## config.mk

```make
export PLATFORM = sky130hd
export DESIGN_NAME = key_press_counter_leds
export DESIGN_NICKNAME = d
export VERILOG_FILES = /design/src/rtl/key_press_counter_leds.sv
export SDC_FILE = /design/constraint.sdc
export NUM_CORES = 1
export LEC_CHECK = 0
export BUFFER_PORTS_ARGS = -buffer_cell sky130_fd_sc_hd__buf_2
export CORE_UTILIZATION = 66
export DETAILED_ROUTE_END_ITERATION = 10
export PLACE_DENSITY = 0.94
export SYNTH_ARGS = -nofsm -noshare
export SYNTH_HDL_FRONTEND = slang
export SYNTH_SLANG_ARGS = --single-unit
```

## constraint.sdc

```tcl
create_clock -name EXTCLK -period 5.6 [get_ports EXTCLK]
set_clock_uncertainty 0.05 [all_clocks]
set_input_delay 1.12 -clock EXTCLK [delete_from_list [all_inputs] [get_ports EXTCLK]]
set_output_delay 1.12 -clock EXTCLK [all_outputs]
set_load 0.02 [all_outputs]
```

## src/rtl/key_press_counter_leds.sv

```systemverilog
// Debounced push-button press counter driving LEDG, with press strobe and long-press flag.
// Optional KEY_HOLD_AUTOREPEAT_EN: auto-repeat presses while the key is held.
module key_press_counter_leds #(
   parameter int DEBOUNCE_CYCLES = 1_000_000,
   parameter int HOLD_CYCLES     = 50_000_000,
   parameter int REPEAT_CYCLES   = 10_000_000
) (
   input  logic       EXTCLK,
   input  logic       RST_N,
   input  logic       KEY_IN,
   output logic [7:0] LEDG,
   output logic       press_pulse,
   output logic       hold_flag
);

   localparam int HMAX = (HOLD_CYCLES > REPEAT_CYCLES) ? HOLD_CYCLES : REPEAT_CYCLES;
   localparam int DW   = $clog2(DEBOUNCE_CYCLES);
   localparam int HW   = (HMAX > 1) ? $clog2(HMAX) : 1;

   localparam logic [DW-1:0] DB_LAST   = DW'(DEBOUNCE_CYCLES - 1);
   localparam logic [HW-1:0] HOLD_LAST = HW'(HOLD_CYCLES - 1);
`ifdef KEY_HOLD_AUTOREPEAT_EN
   localparam logic [HW-1:0] REP_LAST  = HW'(REPEAT_CYCLES - 1);
`endif

   typedef enum logic [1:0] {
      RELEASED,
      PRESS_DB,
      PRESSED,
      RELEASE_DB
   } state_t;

   state_t        state_q;
   logic          sync1_q;
   logic          sync_q;
   logic [DW-1:0] db_cnt_q;
   logic [HW-1:0] hold_cnt_q;
   logic [7:0]    count_q;
   logic          pulse_q;
   logic          hold_q;

   assign LEDG        = count_q;
   assign press_pulse = pulse_q;
   assign hold_flag   = hold_q;

   always_ff @(posedge EXTCLK or negedge RST_N) begin
      if (!RST_N) begin
         state_q    <= RELEASED;
         sync1_q    <= 1'b1;
         sync_q     <= 1'b1;
         db_cnt_q   <= '0;
         hold_cnt_q <= '0;
         count_q    <= '0;
         pulse_q    <= 1'b0;
         hold_q     <= 1'b0;
      end else begin
         sync1_q <= KEY_IN;
         sync_q  <= sync1_q;
         pulse_q <= 1'b0;
         unique case (state_q)
            RELEASED: begin
               if (!sync_q) begin
                  state_q  <= PRESS_DB;
                  db_cnt_q <= '0;
               end
            end
            PRESS_DB: begin
               if (sync_q) begin
                  state_q <= RELEASED;
               end else if (db_cnt_q == DB_LAST) begin
                  state_q    <= PRESSED;
                  pulse_q    <= 1'b1;
                  count_q    <= count_q + 8'd1;
                  hold_cnt_q <= '0;
               end else begin
                  db_cnt_q <= db_cnt_q + 1'b1;
               end
            end
            PRESSED: begin
               if (sync_q) begin
                  state_q  <= RELEASE_DB;
                  db_cnt_q <= '0;
               end else if (!hold_q) begin
                  if (hold_cnt_q == HOLD_LAST) begin
                     hold_q <= 1'b1;
`ifdef KEY_HOLD_AUTOREPEAT_EN
                     // counter is reused as the repeat timer once held
                     hold_cnt_q <= '0;
`endif
                  end else begin
                     hold_cnt_q <= hold_cnt_q + 1'b1;
                  end
               end else begin
`ifdef KEY_HOLD_AUTOREPEAT_EN
                  if (hold_cnt_q == REP_LAST) begin
                     pulse_q    <= 1'b1;
                     count_q    <= count_q + 8'd1;
                     hold_cnt_q <= '0;
                  end else begin
                     hold_cnt_q <= hold_cnt_q + 1'b1;
                  end
`endif
               end
            end
            RELEASE_DB: begin
               if (!sync_q) begin
                  state_q <= PRESSED;
               end else if (db_cnt_q == DB_LAST) begin
                  state_q    <= RELEASED;
                  hold_q     <= 1'b0;
                  hold_cnt_q <= '0;
               end else begin
                  db_cnt_q <= db_cnt_q + 1'b1;
               end
            end
            default: state_q <= RELEASED;
         endcase
      end
   end

endmodule

```

# Yosys cells after proc, flatten, opt, wreduce, memory -nomap -nowiden
# Cells that the tools add are included.
[totals] elab_cells=64 out_inout_bits=10 register_bits=60 input_bits=3
[classes] reduce_logical=8 bitwise=1 muxes=29 n_eq_ne=15 add_sub_neg=3
[ops] operator="2-to-1 mux 26 bit" n=6
[ops] operator="2-to-1 mux 20 bit" n=5
[ops] operator="case mux 20 bit (4 select lines)" n=1
[ops] operator="case mux 26 bit (3 select lines)" n=1
[ops] operator="adder 26 x 1 -> 26 bit (second input constant)" n=1
[ops] operator="equality test 26 bit (second input constant)" n=1
[ops] operator="adder 20 x 1 -> 20 bit (second input constant)" n=1
[ops] operator="equality test 20 bit (second input constant)" n=1
[ops] operator="inequality test 2 bit (second input constant)" n=8
[ops] operator="2-to-1 mux 2 bit" n=6
[ops] operator="AND reduction 4 bit" n=3
[ops] operator="adder 8 x 1 -> 8 bit (second input constant)" n=1
[ops] operator="2-to-1 mux 1 bit" n=8
[ops] operator="case mux 2 bit (4 select lines)" n=1
[ops] operator="inequality test 3 bit (second input constant)" n=2
[ops] operator="AND reduction 6 bit" n=1
[ops] operator="equality test 2 bit (second input constant)" n=2
[ops] operator="AND reduction 3 bit" n=1
[ops] operator="nonzero test 3 bit" n=1
[ops] operator="equality test 2 x 1 -> 1 bit (second input constant)" n=1
[ops] operator="zero test 2 bit" n=1
[ops] operator="case mux 1 bit (2 select lines)" n=1
[ops] operator="nonzero test 2 bit" n=1
[ops] operator="inverter 1 bit" n=1

# Longest topological paths before layout
# Gate-level depths: netlist (run 1).
[logic_depth] depth_word=5 ltp_mapped=8 ltp_nobuf=7

# Worst setup path after synthesis (run 1)
# No wires, ideal clock.
[synth_path] kind="register -> register" from="register hold_cnt_q[0]" to="register hold_cnt_q[22]" t_arrival_ns=1.969 n_path_buf=0 slack_ns=3.503 stages_incl_launch_ff=7 required_ns=5.472 period_less_slack_ns=2.097 setup_ns=0.078 path_cell_list="dfrtp_1 > ha_1 > nand3_2 > nor4_4 > o211ai_4 > or4_1 > a21oi_1"
[synth_via] elab_chain_len=5 elab_cells_between_ends=8 classes_between="add/sub (1); eq/ne (2); mux (4); reduce/logical (1)"
[synth_lines] item="from (decl)" line="37" text="logic [HW-1:0] hold_cnt_q;"
[synth_lines] item="from (signal assigned)" line="91" text="hold_cnt_q <= hold_cnt_q + 1'b1;"
[synth_lines] item="adder 26 x 1 -> 26 bit" line="91"
[synth_lines] item="2-to-1 mux 26 bit" line="84" text="if (hold_cnt_q == HOLD_LAST) begin"
[synth_lines] item="2-to-1 mux 26 bit" line="83" text="end else if (!hold_q) begin"
[synth_lines] item="2-to-1 mux 26 bit" line="80" text="if (sync_q) begin"
[synth_lines] item="case mux 26 bit (3 select lines)" line="60" text="unique case (state_q)"
# Parallel ways exist; a longest one is shown, timed or not. The select of a mux whose other input is x is not followed.
# A chain may end at the register's enable or synchronous reset.

# Worst setup path in the final report (run 1)
[layout_path] from="register state_q[0]" to="register db_cnt_q[12]"
[layout_via] elab_chain_len=3 elab_cells_between_ends=10 classes_between="eq/ne (7); mux (1); reduce/logical (2)"
[layout_lines] item="from (decl)" line="33" text="state_t state_q;"
[layout_lines] item="from (signal assigned)" line="48" text="state_q <= RELEASED;"
[layout_lines] item="from (signal assigned)" line="63" text="state_q <= PRESS_DB;"
[layout_lines] item="from (signal assigned)" line="69" text="state_q <= RELEASED;"
[layout_lines] item="equality test 2 x 1 -> 1 bit, or another cell as far along" line="60"
[layout_lines] item="inequality test 2 bit (no source line)"
[layout_lines] item="AND reduction 4 bit (no source line)"
[layout_lines] item="to (signal assigned)" line="76" text="db_cnt_q <= db_cnt_q + 1'b1;"
[layout_lines] item="to (signal assigned)" line="113" text="db_cnt_q <= db_cnt_q + 1'b1;"
[layout_lines] item="to (decl)" line="36" text="logic [DW-1:0] db_cnt_q;"
# Parallel ways exist; a longest one is shown, timed or not.

==> results.json, run 1 <==
{
  "dp_hpwl_um": 4855,
  "grt_max_degree": 61,
  "gp_congestion": 0.8826,
  "synth_seq_area_share_pct": 45.81,
  "area_growth_pct": 9.070,
  "yosys-top-cells-area": "dfrtp_1 44%, nand2_1 4.0%, a21oi_1 4.0%",
  "postCtsHoldBufs": 0,
  "fmax_ghz": 0.3694,
  "relSlewSlack_pct": 33.05,
  "synthCells": 343,
  "drtAntennaViolNets": 0,
  "ys_ff_latch": 60,
  "final_layout_size_suffix_gt1_share_pct": 14.96,
  "multi_input_area_sq_um": 1702,
  "syn_avg_cell_area_sq_um": 9.572,
  "r2r_start": "state_q[0]$_DFFE_PN0P_",
  "setup_viol": 0,
  "cp_max_fo": 19,
  "p_leak_nw": 1.508,
  "row_count": 25,
  "clock_sinks": 60,
  "cts_buffers": 9,
  "critPathRequiredTime_ps": 5770,
  "maxCapViolCount": 0,
  "num-nets-final": 362,
  "clkSlewWorstSetupHoldPaths_ps": 70,
  "worstSetupPathType": "reg -> reg",
  "netlist-cell-type-count": 55,
  "wl_um": 7535,
  "vias": 2876,
  "htreeDepth": 3,
  "rsz0062_at_grt": "false",
  "synthFlopType": "dfrtp_1",
  "postCtsSetupRepairBufs": 0,
  "worstHoldStart": "sync1_q$_DFF_PN1_",
  "whs_path_depth": 0,
  "vias_per_cell": 6.720,
  "die_x_um": 72.53,
  "outcome": "completed",
  "period_share_pct": 48.33,
  "synth_edf_count": 0,
  "power_uw": 873.9,
  "first_global_vias": 2711,
  "netlist_area_sq_um": 3283,
  "fillers": 318,
  "synth.top_cell.area_share_pct": 44.21,
  "pwr_density_cell_nw_per_um2": 244.1,
  "min_to": "sync_q$_DFF_PN1_",
  "worstRegToRegCells": 6,
  "drt_iter0_drc": 285,
  "root_buffer": "clkbuf_8",
  "wire_per_inst_um": 17.61,
  "maxSlewViolCount": 0,
  "crit_path_end_kind": "flip-flop",
  "die-area_sq_um": 5261,
  "clk_path_buf_depth": 2,
  "core_sq_um": 4755,
  "tns_ps": 0,
  "arrival_ps": 2880,
  "ir_worst_vdd_mv": 0.1877,
  "yosys.area.top_type": "dfrtp_1",
  "antenna_found_initial": 0,
  "async_flop_share_pct": 100.0,
  "diodes": 0,
  "final-seq-area_sq_um": 1504,
  "io_buffers": 12,
  "grt.total_usage_pct": 32.05,
  "worst_pin_slew_ps": 997.6,
  "r2r_slack_ps": 2890,
  "cts_tree": "yes",
  "drc": 0,
  "syn_nets": 349,
  "grt_pass1_wl_um": 12790,
  "ios": 13,
  "r2r-end": "db_cnt_q[12]$_DFFE_PN0P_",
  "start_kind": "flip-flop",
  "yosys_warnings": 0,
  "finalHoldViolations": 0,
  "overflow": 0,
  "insertion_delay_ps": 350,
  "start_util_pct": 69.05,
  "cts_resized": 0,
  "period_minus_slack_ps": 2707,
  "drt-pass1-iter-count": 4,
  "die_h_um": 72.53,
  "hold_class": "reg -> reg"
}
==> registers in the layout (all words and copies together) (netlist names), named ones only <==
register and count:
LEDG 8, db_cnt_q 20, hold_cnt_q 26, hold_flag 1, press_pulse 1, state_q 1
sync1_q 1, sync_q 1
==> per-layer routing <==
metal  track usage [%]  share of wire, %  up-vias
li1                  -                 -     1324
met1             44.55                44     1420
met2             47.35                48      112
met3             8.472               6.4       20
met4             14.60               2.3        0
met5                 0                 0        -
==> placed cells by master (no fill, tap or decap), types with 2 or more instances in the layout <==
cell type	netlist	routed
a21oi_1	26	26
nor4_4	3	3
nor3_1	12	12
nand3_2	2	2
ha_1	3	3
nand2b_1	5	5
a31oi_1	11	11
xor2_1	7	7
o21a_1	4	4
nand4b_1	3	3
nor2_1	16	16
nor4_1	2	2
a22o_1	4	4
nor2b_1	4	4
and3_2	4	4
clkinv_2	0	4
a41oi_1	3	3
nand4_1	15	15
o21ai_0	14	14
or3_1	7	7
nand2_1	35	35
o31ai_1	7	7
or4_1	8	8
dfrtp_1	58	58
inv_1	6	6
dfstp_2	2	2
and4bb_2	2	2
xnor2_1	9	9
clkbuf_8	0	11
nand3_1	26	26
o211ai_1	2	2
and3_1	5	5
and2_1	3	3
buf_2	5	12
and4_1	4	4
==> worst max-delay path by stage <==
stage | to | slack, ps | startpoint
floorplan | hold_cnt_q[22]$_DFFE_PN0P_ | 3500 | hold_cnt_q[0]$_DFFE_PN0P_
global placement | db_cnt_q[12]$_DFFE_PN0P_ | 3060 | state_q[0]$_DFFE_PN0P_
detailed placement | db_cnt_q[12]$_DFFE_PN0P_ | 2960 | state_q[0]$_DFFE_PN0P_
CTS | db_cnt_q[12]$_DFFE_PN0P_ | 2930 | state_q[0]$_DFFE_PN0P_
global route | db_cnt_q[12]$_DFFE_PN0P_ | 2590 | db_cnt_q[0]$_DFFE_PN0P_
finish | db_cnt_q[12]$_DFFE_PN0P_ | 2890 | state_q[0]$_DFFE_PN0P_
==> kinds of logic (layout without fill, tap and decap cells) <==
kind of cell	after synthesis	after routing	share of synthesized area (%)
fa+ha+maj	3	3	1.143
buf+inv	17	35	2.363
xor+xnor	16	16	4.268
flops	60	60	45.81
compound gates	80	80	15.66
mux	2	2	0.6479
simple gates	165	165	30.11
==> area by class of cell <==
type                       instances  share of cell area (%)
sequential                        60                   42.00
multi-input combinational        266                   47.52
clock inverter                     5                   1.398
clock buffer                      11                   4.228
inverter                           6                  0.6289
timing repair buffer              13                   1.887
tap                               67                   2.341
==> critical path: stages (launching register included) <==
cell      delay [ps]
dfrtp_1          730
and4_1           320
nand3_1          170
o21ai_1          820
inv_1            240
nand4b_1         150
o211ai_1         100
==> cells in the mapped netlist (2+ instances only) <==
library cell	n
dfrtp_1	58
nand2_1	35
a21oi_1	26
nand3_1	26
nor2_1	16
nand4_1	15
o21ai_0	14
nor3_1	12
a31oi_1	11
xnor2_1	9
or4_1	8
o31ai_1	7
or3_1	7
xor2_1	7
inv_1	6
and3_1	5
buf_2	5
clkbuf_1	5
nand2b_1	5
a22o_1	4
and3_2	4
and4_1	4
nor2b_1	4
o21a_1	4
a41oi_1	3
and2_1	3
ha_1	3
nand4b_1	3
nor4_4	3
and4bb_2	2
dfstp_2	2
nand3_2	2
nor4_1	2
o211ai_1	2
==> power breakdown <==
part           switching, mW  internal (mW)  leakage, nW
Combinational         0.0179        0.00916        0.572
Clock                  0.169          0.226        0.109
Sequential            0.0110          0.441        0.827
==> stage by stage <==
step                      instance area (sq um)  hold WS (ps)  instances  setup slack [ps]  utilization, %
after floorplan                            3283         295.2        343              3503               -
after CTS                                  3581         313.5        428              2927           75.32
after global placement                     3379         297.3        412              3060           71.08
final                                      3581         313.3        428              2893           75.32
after global routing                       3581         314.9        428              2586           75.32
after detailed placement                   3379         298.5        412              2955           71.08
Power figures use the tool's default switching activity.
==> run 2, diff against run 1 <==
--- a/config.mk
+++ b/config.mk
@@ -6,9 +6,9 @@
 export NUM_CORES = 1
 export LEC_CHECK = 0
 export BUFFER_PORTS_ARGS = -buffer_cell sky130_fd_sc_hd__buf_2
-export CORE_UTILIZATION = 66
+export CORE_UTILIZATION = 56
 export DETAILED_ROUTE_END_ITERATION = 10
-export PLACE_DENSITY = 0.94
+export PLACE_DENSITY = 0.86
 export SYNTH_ARGS = -nofsm -noshare
 export SYNTH_HDL_FRONTEND = slang
 export SYNTH_SLANG_ARGS = --single-unit
==> constraint.sdc (replaced) <==
create_clock -name EXTCLK -period 2.2 [get_ports EXTCLK]
set_clock_uncertainty 0.05 [all_clocks]
set_input_delay 0.44 -clock EXTCLK [delete_from_list [all_inputs] [get_ports EXTCLK]]
set_output_delay 0.44 -clock EXTCLK [all_outputs]
set_load 0.02 [all_outputs]
==> run 2 against run 1 <==
  * Wire length is 1.6% higher
  * Via count up 1.6%
  * Sequential power rose to 2.5 times the previous value
  * Clock power increased by 130%
  * Largest power group unchanged
  * Largest cell class unchanged
  * Fmax up 29%
  * Worst hold slack got worse by 290 ps
  * Core utilization decreased by 7.4 points
==> results.json, run 2 (synthesis gave the netlist of run 1 again) <==
{
  "die_h_um": 78.57,
  "vias_per_cell": 6.406,
  "grt.total_usage_pct": 27.32,
  "start_kind": "flip-flop",
  "largest_register_ffs": 26,
  "drc": 0,
  "area_growth_pct": 15.36,
  "relSlewSlack_pct": 70.86,
  "io_buffers": 12,
  "drtAntennaViolNets": 0,
  "postCtsSetupRepairBufs": 0,
  "wire_per_inst_um": 16.79,
  "setup_viol": 0,
  "largest_register": "hold_cnt_q",
  "row_count": 27,
  "final_layout_size_suffix_gt1_share_pct": 22.14,
  "clk_path_buf_depth": 2,
  "htreeDepth": 3,
  "cp_max_fo": 14,
  "cts_resized": 0,
  "maxCapViolCount": 0,
  "r2r-end": "hold_cnt_q[8]$_DFFE_PN0P_",
  "dp_hpwl_um": 5237,
  "postCtsHoldBufs": 0,
  "p_leak_nw": 1.619,
  "grt_max_degree": 61,
  "critPathRequiredTime_ps": 2370,
  "worst_slack_ps": 98.75,
  "arrival_ps": 2270,
  "maxSlewViolCount": 0,
  "dp_slack_ps": 35.11,
  "drt-pass1-iter-count": 4,
  "diodes": 0,
  "overflow": 0,
  "period_share_pct": 95.51,
  "worstRegToRegCells": 6,
  "crit_path_end_kind": "flip-flop",
  "final-seq-area_sq_um": 1504,
  "r2r_slack_ps": 100,
  "layout_common_cells": "58 x dfrtp_1, 35 x nand2_1, 26 x nand3_1, 25 x a21oi_1, 22 x buf_4",
  "vias": 2921,
  "period_minus_slack_ps": 2101,
  "num-nets-final": 385,
  "die_x_um": 78.57,
  "insertion_delay_ps": 360,
  "cts_tree": "yes",
  "gp_congestion": 0.8582,
  "first_global_vias": 2708,
  "finalHoldViolations": 0,
  "die-area_sq_um": 6173,
  "start_util_pct": 58.90,
  "ios": 13,
  "clkSlewWorstSetupHoldPaths_ps": 80,
  "multi_input_area_sq_um": 1729,
  "pwr_density_cell_nw_per_um2": 564.0,
  "core_sq_um": 5574,
  "drt_iter0_drc": 228,
  "wl_um": 7655,
  "clock_sinks": 60,
  "antenna_found_initial": 0,
  "worst_pin_slew_ps": 433.7,
  "root_buffer": "clkbuf_8",
  "final_common_cell": "dfrtp_1",
  "fillers": 416,
  "power_mw": 2.136,
  "outcome": "completed",
  "worstSetupPathType": "reg -> reg",
  "fmax_ghz": 0.4759,
  "hold_class": "in -> async",
  "hold_ws_ps": 27.17,
  "ir_worst_vdd_mv": 0.4517,
  "r2r_start": "db_cnt_q[3]$_DFFE_PN0P_",
  "grt_pass1_wl_um": 12770,
  "cts_buffers": 9
}
[run 2: cell count changes in the layout (fill, tap and decap cells not counted), sizes merged]
| cell | change |
|---|---|
| inv | +1 |
| clkinv | +1 |
| clkbuf | -2 |
| buf | +23 |
| clkinvlp | +1 |
| bufinv | -1 |
[run 2: metal layers]
layer	share of wire, %	GRT usage, %	wire length, um	vias up
li1	-	-	-	1370
met1	43	33.84	3267	1418
met2	49	44.17	3730	106
met3	5.1	5.349	393	27
met4	3.4	16.11	263	0
met5	0	0	0	-
[run 2: final cells by class]
class	instances	area share [%]
clock buffer	9	3.271
sequential	60	39.71
tap	72	2.379
inverter	6	0.5946
clock inverter	7	1.388
timing repair buffer	36	7.004
multi-input combinational	266	45.66
[run 2: worst max path at each step]
| stage | slack (ps) | end | from |
|---|---|---|---|
| floorplan | 100 | hold_cnt_q[22]$_DFFE_PN0P_ | hold_cnt_q[0]$_DFFE_PN0P_ |
| global placement | 90 | hold_cnt_q[14]$_DFFE_PN0P_ | hold_cnt_q[0]$_DFFE_PN0P_ |
| detailed placement | 40 | hold_cnt_q[14]$_DFFE_PN0P_ | hold_cnt_q[0]$_DFFE_PN0P_ |
| CTS | 30 | hold_cnt_q[14]$_DFFE_PN0P_ | hold_cnt_q[0]$_DFFE_PN0P_ |
| global route | -60 | hold_cnt_q[8]$_DFFE_PN0P_ | db_cnt_q[3]$_DFFE_PN0P_ |
| finish | 100 | hold_cnt_q[8]$_DFFE_PN0P_ | db_cnt_q[3]$_DFFE_PN0P_ |
[run 2: stage by stage]
stage / setup TNS (ps) / utilization, % / cell area (sq um) / cells
5_1_grt: -332.7 / 67.95 / 3787 / 456
2_1_floorplan: 0 / - / 3283 / 343
3_3_place_gp: 0 / 64.29 / 3583 / 440
3_5_place_dp: 0 / 64.29 / 3583 / 440
4_1_cts: 0 / 67.45 / 3760 / 456
6_report: 0 / 67.95 / 3787 / 456
[run 2: critical path: stages, from the launching register on]
cell and delay [ps]:
dfrtp_1 420, and3_1 330, nand4_1 290, or3_4 500, nand2_1 130, buf_12 150, a31oi_1 100
[run 2: where the power goes]
| part | internal [mW] | switching (mW) |
|---|---|---|
| Clock | 0.413 | 0.495 |
| Combinational | 0.0333 | 0.0516 |
| Sequential | 1.12 | 0.0224 |
| Total | 1.57 | 0.569 |
